==> src/rtl/C.sv <==
// Shared decode-side types: functional-unit codes and the decoded dynamic instruction.
package C;

  typedef enum logic [3:0] {
    FU_NONE = 4'd0,
    FU_BRU  = 4'd1,
    FU_CSR  = 4'd2,
    FU_ALU  = 4'd3,
    FU_MUL  = 4'd4,
    FU_DIV  = 4'd5,
    FU_LSU  = 4'd6,
    FU_AMO  = 4'd7,
    FU_FPU  = 4'd8
  } fu_t;

  typedef struct packed {
    logic        valid;
    fu_t         fu;
    logic [7:0]  op;
    logic [4:0]  rd;
    logic [4:0]  rs1;
    logic [4:0]  rs2;
    logic [31:0] imm;
  } si_t;

  typedef struct packed {
    logic [31:0] pc;
    logic        fault;
    logic [3:0]  cause;
    si_t         si;
  } di_t;

endpackage

==> src/rtl/dispatch_buffer.sv <==
// In-order dispatch FIFO between decode and the FU issue ports; head routed by si.fu.
// Optional zero-latency empty-buffer bypass enabled by defining DISPATCH_BYPASS_EN.
module dispatch_buffer #(
  parameter int unsigned DEPTH   = 4,
  parameter int unsigned NB_FU   = 9,
  parameter int unsigned STALL_W = 16
) (
  input  logic                     clk_i,
  input  logic                     rst_ni,
  input  logic                     flush_i,
  input  logic                     in_valid_i,
  output logic                     in_ready_o,
  input  C::di_t                   in_di_i,
  output logic [NB_FU-1:0]         out_valid_o,
  input  logic [NB_FU-1:0]         out_ready_i,
  output C::di_t                   out_di_o,
  output logic [$clog2(DEPTH):0]   count_o,
  output logic [STALL_W-1:0]       stall_cnt_o
);

  localparam int unsigned IDX_W = $clog2(DEPTH);
  localparam int unsigned PTR_W = IDX_W + 1;

  logic [PTR_W-1:0] rd_ptr, wr_ptr;
  C::di_t           mem [DEPTH];

  logic             empty, full;
  logic             byp;
  logic             has_head;
  C::di_t           head_di;
  logic [3:0]       route;
  logic             accepted, pop, byp_take, push;
  logic [STALL_W-1:0] stall_q;

  function automatic logic [3:0] route_of(input C::di_t d);
    if (d.fault || !d.si.valid || (32'(d.si.fu) >= NB_FU))
      return 4'(C::FU_NONE);
    return 4'(d.si.fu);
  endfunction

  assign empty = (rd_ptr == wr_ptr);
  assign full  = (rd_ptr[IDX_W-1:0] == wr_ptr[IDX_W-1:0]) &&
                 (rd_ptr[IDX_W] != wr_ptr[IDX_W]);

`ifdef DISPATCH_BYPASS_EN
  assign byp = empty && !flush_i && in_valid_i;
`else
  assign byp = 1'b0;
`endif

  // Empty buffer shows all-zero payload unless the bypass is presenting decode directly.
  always_comb begin
    head_di  = '0;
    has_head = 1'b0;
    if (!empty) begin
      head_di  = mem[rd_ptr[IDX_W-1:0]];
      has_head = 1'b1;
    end else if (byp) begin
      head_di  = in_di_i;
      has_head = 1'b1;
    end
  end

  assign route    = route_of(head_di);
  assign out_di_o = head_di;

  always_comb begin
    out_valid_o = '0;
    if (has_head && !flush_i) begin
      for (int unsigned i = 0; i < NB_FU; i++)
        out_valid_o[i] = (32'(route) == i);
    end
  end

  assign accepted   = |(out_valid_o & out_ready_i);
  assign pop        = accepted && !empty;
  assign byp_take   = accepted && empty;
  assign in_ready_o = !full && !flush_i;
  assign push       = in_valid_i && in_ready_o && !byp_take;
  assign count_o    = wr_ptr - rd_ptr;
  assign stall_cnt_o = stall_q;

  always_ff @(posedge clk_i or negedge rst_ni) begin
    if (!rst_ni) begin
      rd_ptr  <= '0;
      wr_ptr  <= '0;
      stall_q <= '0;
    end else if (flush_i) begin
      rd_ptr  <= '0;
      wr_ptr  <= '0;
      stall_q <= '0;
    end else begin
      if (push) wr_ptr <= wr_ptr + 1'b1;
      if (pop)  rd_ptr <= rd_ptr + 1'b1;
      if (empty || !(|out_valid_o) || accepted)
        stall_q <= '0;
      else if (stall_q != '1)
        stall_q <= stall_q + 1'b1;
    end
  end

  always_ff @(posedge clk_i) begin
    if (push) mem[wr_ptr[IDX_W-1:0]] <= in_di_i;
  end

endmodule

==> config.mk <==
export PLATFORM = sky130hd
export DESIGN_NAME = dispatch_buffer
export DESIGN_NICKNAME = d
export VERILOG_FILES = /design/src/rtl/C.sv /design/src/rtl/dispatch_buffer.sv
export SDC_FILE = /design/constraint.sdc
export NUM_CORES = 1
export LEC_CHECK = 0
export BUFFER_PORTS_ARGS = -buffer_cell sky130_fd_sc_hd__buf_2
export CORE_AREA = 2 2 181 183
export DETAILED_ROUTE_END_ITERATION = 10
export DIE_AREA = 0 0 183 185
export GPL_TIMING_DRIVEN = 0
export PLACE_DENSITY = 0.82
export SLEW_MARGIN = 10
export SYNTH_ARGS = -nofsm -noshare
export SYNTH_HDL_FRONTEND = slang
export SYNTH_SLANG_ARGS = --single-unit
==> constraint.sdc <==
create_clock -name clk_i -period 5.3 [get_ports clk_i]
set_input_delay 0.265 -clock clk_i [delete_from_list [all_inputs] [get_ports clk_i]]
set_output_delay 0.265 -clock clk_i [all_outputs]
set_load 0.1 [all_outputs]
; Word level (Yosys, flattened, before mapping)
; Memories as Yosys holds them, arrays and structs flattened.
; Index checks and enable logic that the tools add are counted.
[word_totals]
reg_bits = 22
latchBits = 0
ramBits = 388
rom_bits = 0
in_bits = 110
elab_cells = 60
n_memories = 1
[memory_table]
columns = memory, words, word_bits, rd, rd_clocked_by_memory_dff, write_ports, line_no
row1 = mem, 4, 97, 1, 0, 1, dispatch_buffer.sv:25  ; C::di_t mem [DEPTH];
[op_classes]
addsub = 4
mul = 0
div = 0
order_cmp = 1
eq_ne = 12
shifts = 0
muxes = 15
n_bitwise = 1
reduce_logical = 23
[ops]
columns = operator, n
row1 = 97-bit two-way mux, 1
row2 = 16-bit two-way mux, 3
row3 = 9-bit OR reduction, 2
row4 = 16-bit by 1-bit adder with 16-bit output (second input constant), 1
row5 = 4-bit by 3-bit == test with 1-bit output (second input constant), 4
row6 = 16-bit != test (second input constant), 1
row7 = 3-bit two-way mux, 4
row8 = 9-bit AND, 1
row9 = 9-bit two-way mux, 1
row10 = 4-bit by 2-bit == test with 1-bit output (second input constant), 2
row11 = 4-bit two-way mux, 2
row12 = 1-bit logical AND, 7
row13 = 3-bit by 1-bit adder with 3-bit output (second input constant), 2
row14 = 1-bit zero test, 6
row15 = 4-bit by 1-bit == test with 1-bit output (second input constant), 1
row16 = 4-bit == test (second input constant), 1
row17 = 4-bit greater-or-equal comparator (second input constant), 1
row18 = 4-bit zero test, 1
row19 = 1-bit logical OR, 4
row20 = 1-bit two-way mux, 4
row21 = 2-bit nonzero test, 2
row22 = 3-bit == test, 1
row23 = 3-bit nonzero test, 1
row24 = 3-bit subtractor, 1
row25 = 2 further kinds, 2

; Depth between registers and ports, before layout
[logic_depth]
ltp_word = 16
mapped_depth = 12
mapped_depth_nobuf = 8

; Worst setup path after synthesis
; OpenSTA, ideal clock, no wires.
[synth_path]
path_kind = register to register
from = register rd_ptr[1]
to = memory mem[3][0] (netlist bit), enable pin
arrival_ns = 5.994
path_slack_ns = -1.163
path_stages_with_launch = 9
n_path_buf = 3
synth_period_minus_slack_ns = 6.463
path_cell_list = dfrtp_1 -> clkbuf_1 -> clkbuf_1 -> clkbuf_1 -> inv_1 -> ha_1 -> and2_1 -> a21oi_1 -> and3_1
[synth_lines]
columns = item, line_no
row1 = start: declaration, dispatch_buffer.sv:24  ; logic [PTR_W-1:0] rd_ptr, wr_ptr;
row2 = start signal: assignment, dispatch_buffer.sv:94  ; if (pop) rd_ptr <= rd_ptr + 1'b1;
row3 = 2-bit == test, dispatch_buffer.sv:42  ; assign full = (rd_ptr[IDX_W-1:0] == wr_ptr[IDX_W-1:0]) &&
row4 = 1-bit logical AND, dispatch_buffer.sv:42
row5 = 1-bit zero test, dispatch_buffer.sv:78  ; assign in_ready_o = !full && !flush_i;
row6 = 1-bit logical AND, dispatch_buffer.sv:78
row7 = via in_ready_o, dispatch_buffer.sv:12  ; output logic in_ready_o,
row8 = 1-bit logical AND (2 in a row), dispatch_buffer.sv:79  ; assign push = in_valid_i && in_ready_o && !byp_take;
row9 = 1-bit two-way mux, dispatch_buffer.sv:103  ; if (push) mem[wr_ptr[IDX_W-1:0]] <= in_di_i;
row10 = 1-bit two-way mux (implied by the code), dispatch_buffer.sv:103
row11 = end: declaration, dispatch_buffer.sv:25
; The timed path passes the listed nets, and every way through them passes these cells.

==> impl_metrics.toml <==
[run_status]
outcome = "complete, no violations"

[grt]
grt_usage_pct = 20.8
grt_antenna_before_repair = 4
overflow = 0
grt_pass1_wl_mm = 52.5
grt_max_degree = 46
first_global_vias = 9252

[drt]
drc_errors = 0
ant_nets = 0
wl_mm = 34.9
via_per_inst = 5.46
drt-met1-wl_mm = 13.7
wl_met2_mm = 17.3
first_pass_iters = 4
drtIter0Drc = 657
routed.top_layer = "met5"
met3_length_mm = 3.04
wl_per_cell_um = 21.7
vias = 8791

[floorplan]
row_count = 66
core_sq_um = 32000
die_x_um = 183
dieArea_sq_um = 33900
io_pins = 236
fp.dieH_um = 185
initial_core_util_pct = 50.2

[synth]
avgSynthCellArea_sq_um = 20.5
syn_area_sq_um = 16100
synth_common_cells = "edfxtp_1 (388), mux4_2 (97), nor2b_1 (97)"
synth-edff-count = 388
syn_inst = 783
synth_nets = 902
yosysSeqAreaShare_pct = 75.9
synth_warnings = 0
netlist-cell-type-count = 43
synthArstFlopShare_pct = 5.37
synth_most_common_cell = "edfxtp_1"
synth_top_area_share_pct = 72.5
synthFlopType = "edfxtp_1"
synth_top_area_cell = "edfxtp_1"
synth_area_leaders = "edfxtp_1 (72%), mux4_2 (14%), nor2b_1 (3.8%), dfrtp_1 (3.4%), nor2_1 (0.77%)"
synth_seq_cells = 410

[power]
power.density_nw_per_um2 = 572
p_leak_nw = 7.21
ir_worst_vdd_uv = 448

[clocking]
cts_tree = "built"
clockBufferDepth = 3
postCtsSetupRepairBufs = 0
cts_sinks = 410
clkTransAtPathRegs_ns = 0.06
htree_levels = 2
clk_root_buffer_cell = "clkbuf_16"
cts_buffers = 43
clk_latency_ns = 0.56

[placed_design]
place_ws_ns = -0.247
hpwlAfterDp_mm = 20.9
routabilityCongestion = 0.828
portBuffers = 234
placed_cells = 1433

[timing]
setup_viol = 0
finalClockSkew_ns = 0.0249
worst_pin_slew_ns = 0.936
finalMaxSlewViolations = 0
min_period_ns = 4.91
max_freq_ghz = 0.203
worst_hold_slack_ns = 0.106
finalCritPeriodShare_pct = 92.7
grt_setup_unrepaired = "no"
hold_viol_final = 0
fin_ws_ns = 0.385
relSlewSlack_pct = 37.6

[layout]
fill_cells = 2123
finalNonFillerCells = 1611
fin_util_pct = 63.7
syn_to_final_growth_pct = 27.0
drive_gt1_share_pct = 34.8
fin_nets = 1287

[critical_path]
crit_path_cell_trace = "clkbuf_1 > clkbuf_2 > clkbuf_2 > inv_1 > ha_1 > nand2_1 > nor2_2 > clkbuf_2 > clkbuf_1 > nor2b_1 > buf_2"
critPathMostFrequentCell = "clkbuf_2"
cp_slowest_cell = "nor2_2"
cp_data_arrival_time_ns = 4.65
cpPeakStageDelay_ns = 0.50
end_kind = "primary output"
worst_setup_path_start_kind = "flip-flop"
worstPathRequired_ns = 5.04
critPathMaxFanout = 10
crit_type = "flip-flop to primary output"

[job]
drv_cap = 0

[worst_hold_path]
hold_class = "primary input to flip-flop"
[worst paths after layout]
path / start / end / slack, ns / cells after the start
max in group asynchronous: rst_ni / stall_cnt_o[11]$_DFFE_PN0P_ / 4.72 / 2
setup reg to reg: rd_ptr[1]$_DFFE_PN0P_ / mem[1][7]$_DFFE_PP_ / 1.07 / 10
hold reg to reg: rd_ptr[2]$_DFFE_PN0P_ / rd_ptr[2]$_DFFE_PN0P_ / 0.56 / 1
hold / removal: flush_i / wr_ptr[2]$_DFFE_PN0P_ / 0.11 / 2
setup / recovery: rd_ptr[1]$_DFFE_PN0P_ / out_di_o[63] / 0.39 / 11
min in group asynchronous: rst_ni / stall_cnt_o[10]$_DFFE_PN0P_ / 0.23 / 2
[metal layers]
metal,vias up,track usage (%)
met1,4457,26.4
met3,66,6.17
li1,3912,-
met4,2,6.08
met5,-,0
met2,354,35.0
[cells in the final DEF (no fill, tap or decap), types with 9 or more instances in the layout]
master,count
edfxtp_1,388
buf_2,237
dlygate4sd3_1,98
mux4_2,97
nor2b_1,97
clkbuf_16,43
nor2_1,32
clkbuf_1,28
dfrtp_1,22
nand2_1,14
inv_1,11
xnor2_1,9
[logic make-up after synthesis]
logic type / after synthesis / synth area share (%)
AND/OR/NAND/NOR: 180 / 6.37
flip-flops: 410 / 75.9
XOR/XNOR: 17 / 0.926
multiplexers: 105 / 14.1
buffers and inverters: 45 / 1.17
AO/OA/AOI/OAI: 17 / 0.763
adder cells (fa/ha/maj): 9 / 0.747
[power breakdown]
| part | internal, mW | leakage (nW) | total [mW] | switching (mW) |
|---|---|---|---|---|
| combinational | 1.06 | 2.69 | 4.95 | 3.89 |
| clock | 1.81 | 0.691 | 3.05 | 1.24 |
| sequential | 3.63 | 3.83 | 3.66 | 0.0287 |
| total | 6.51 | 7.21 | 11.7 | 5.16 |
[worst max-delay path, delay by kind of cell, from the launching register on]
kind | cells | cell delay [ns]
fa+ha+maj | 1 | 0.32
buf+inv | 7 | 2.62
simple gates | 3 | 0.74
flops | 1 | 0.41
[area by class of cell]
type                    count  area (sq um)  share of cell area [%]
flip-flops and latches    410         12200                    59.8
clock buffers              53          1120                    5.50
diodes                      3          7.51                  0.0368
inverters                  11          41.3                   0.202
plain buffers              34           151                   0.742
multi-input cells         328          3700                    18.1
repair buffers            340          2360                    11.5
well taps                 408           510                    2.50
clock inverters            24           318                    1.56
[per-stage QoR]
stage / area [sq um] / total power, mW / setup TNS [ns]
floorplan: 16100 / 7.75 / -45.67
global placement: 17800 / 8.60 / -275.93
detailed placement: 18000 / 8.63 / -5.67
CTS: 20400 / 11.7 / 0
global route: 20400 / 12.1 / 0
finish: 20400 / 11.7 / 0
[state kept, by name, indices dropped and copies added, names as in the netlist]
name / cells
mem: 388
stall_cnt_o: 16
rd_ptr: 3
wr_ptr: 3
[what timing repair did]
item,4_1_cts,5_1_grt
pin swaps,0,0
setup endpoints to repair,95,50
resized for setup,3,4
endpoints found under the hold margin,410,0
hold buffers,98,0
Note: power is estimated with default switching activity, not from simulation.
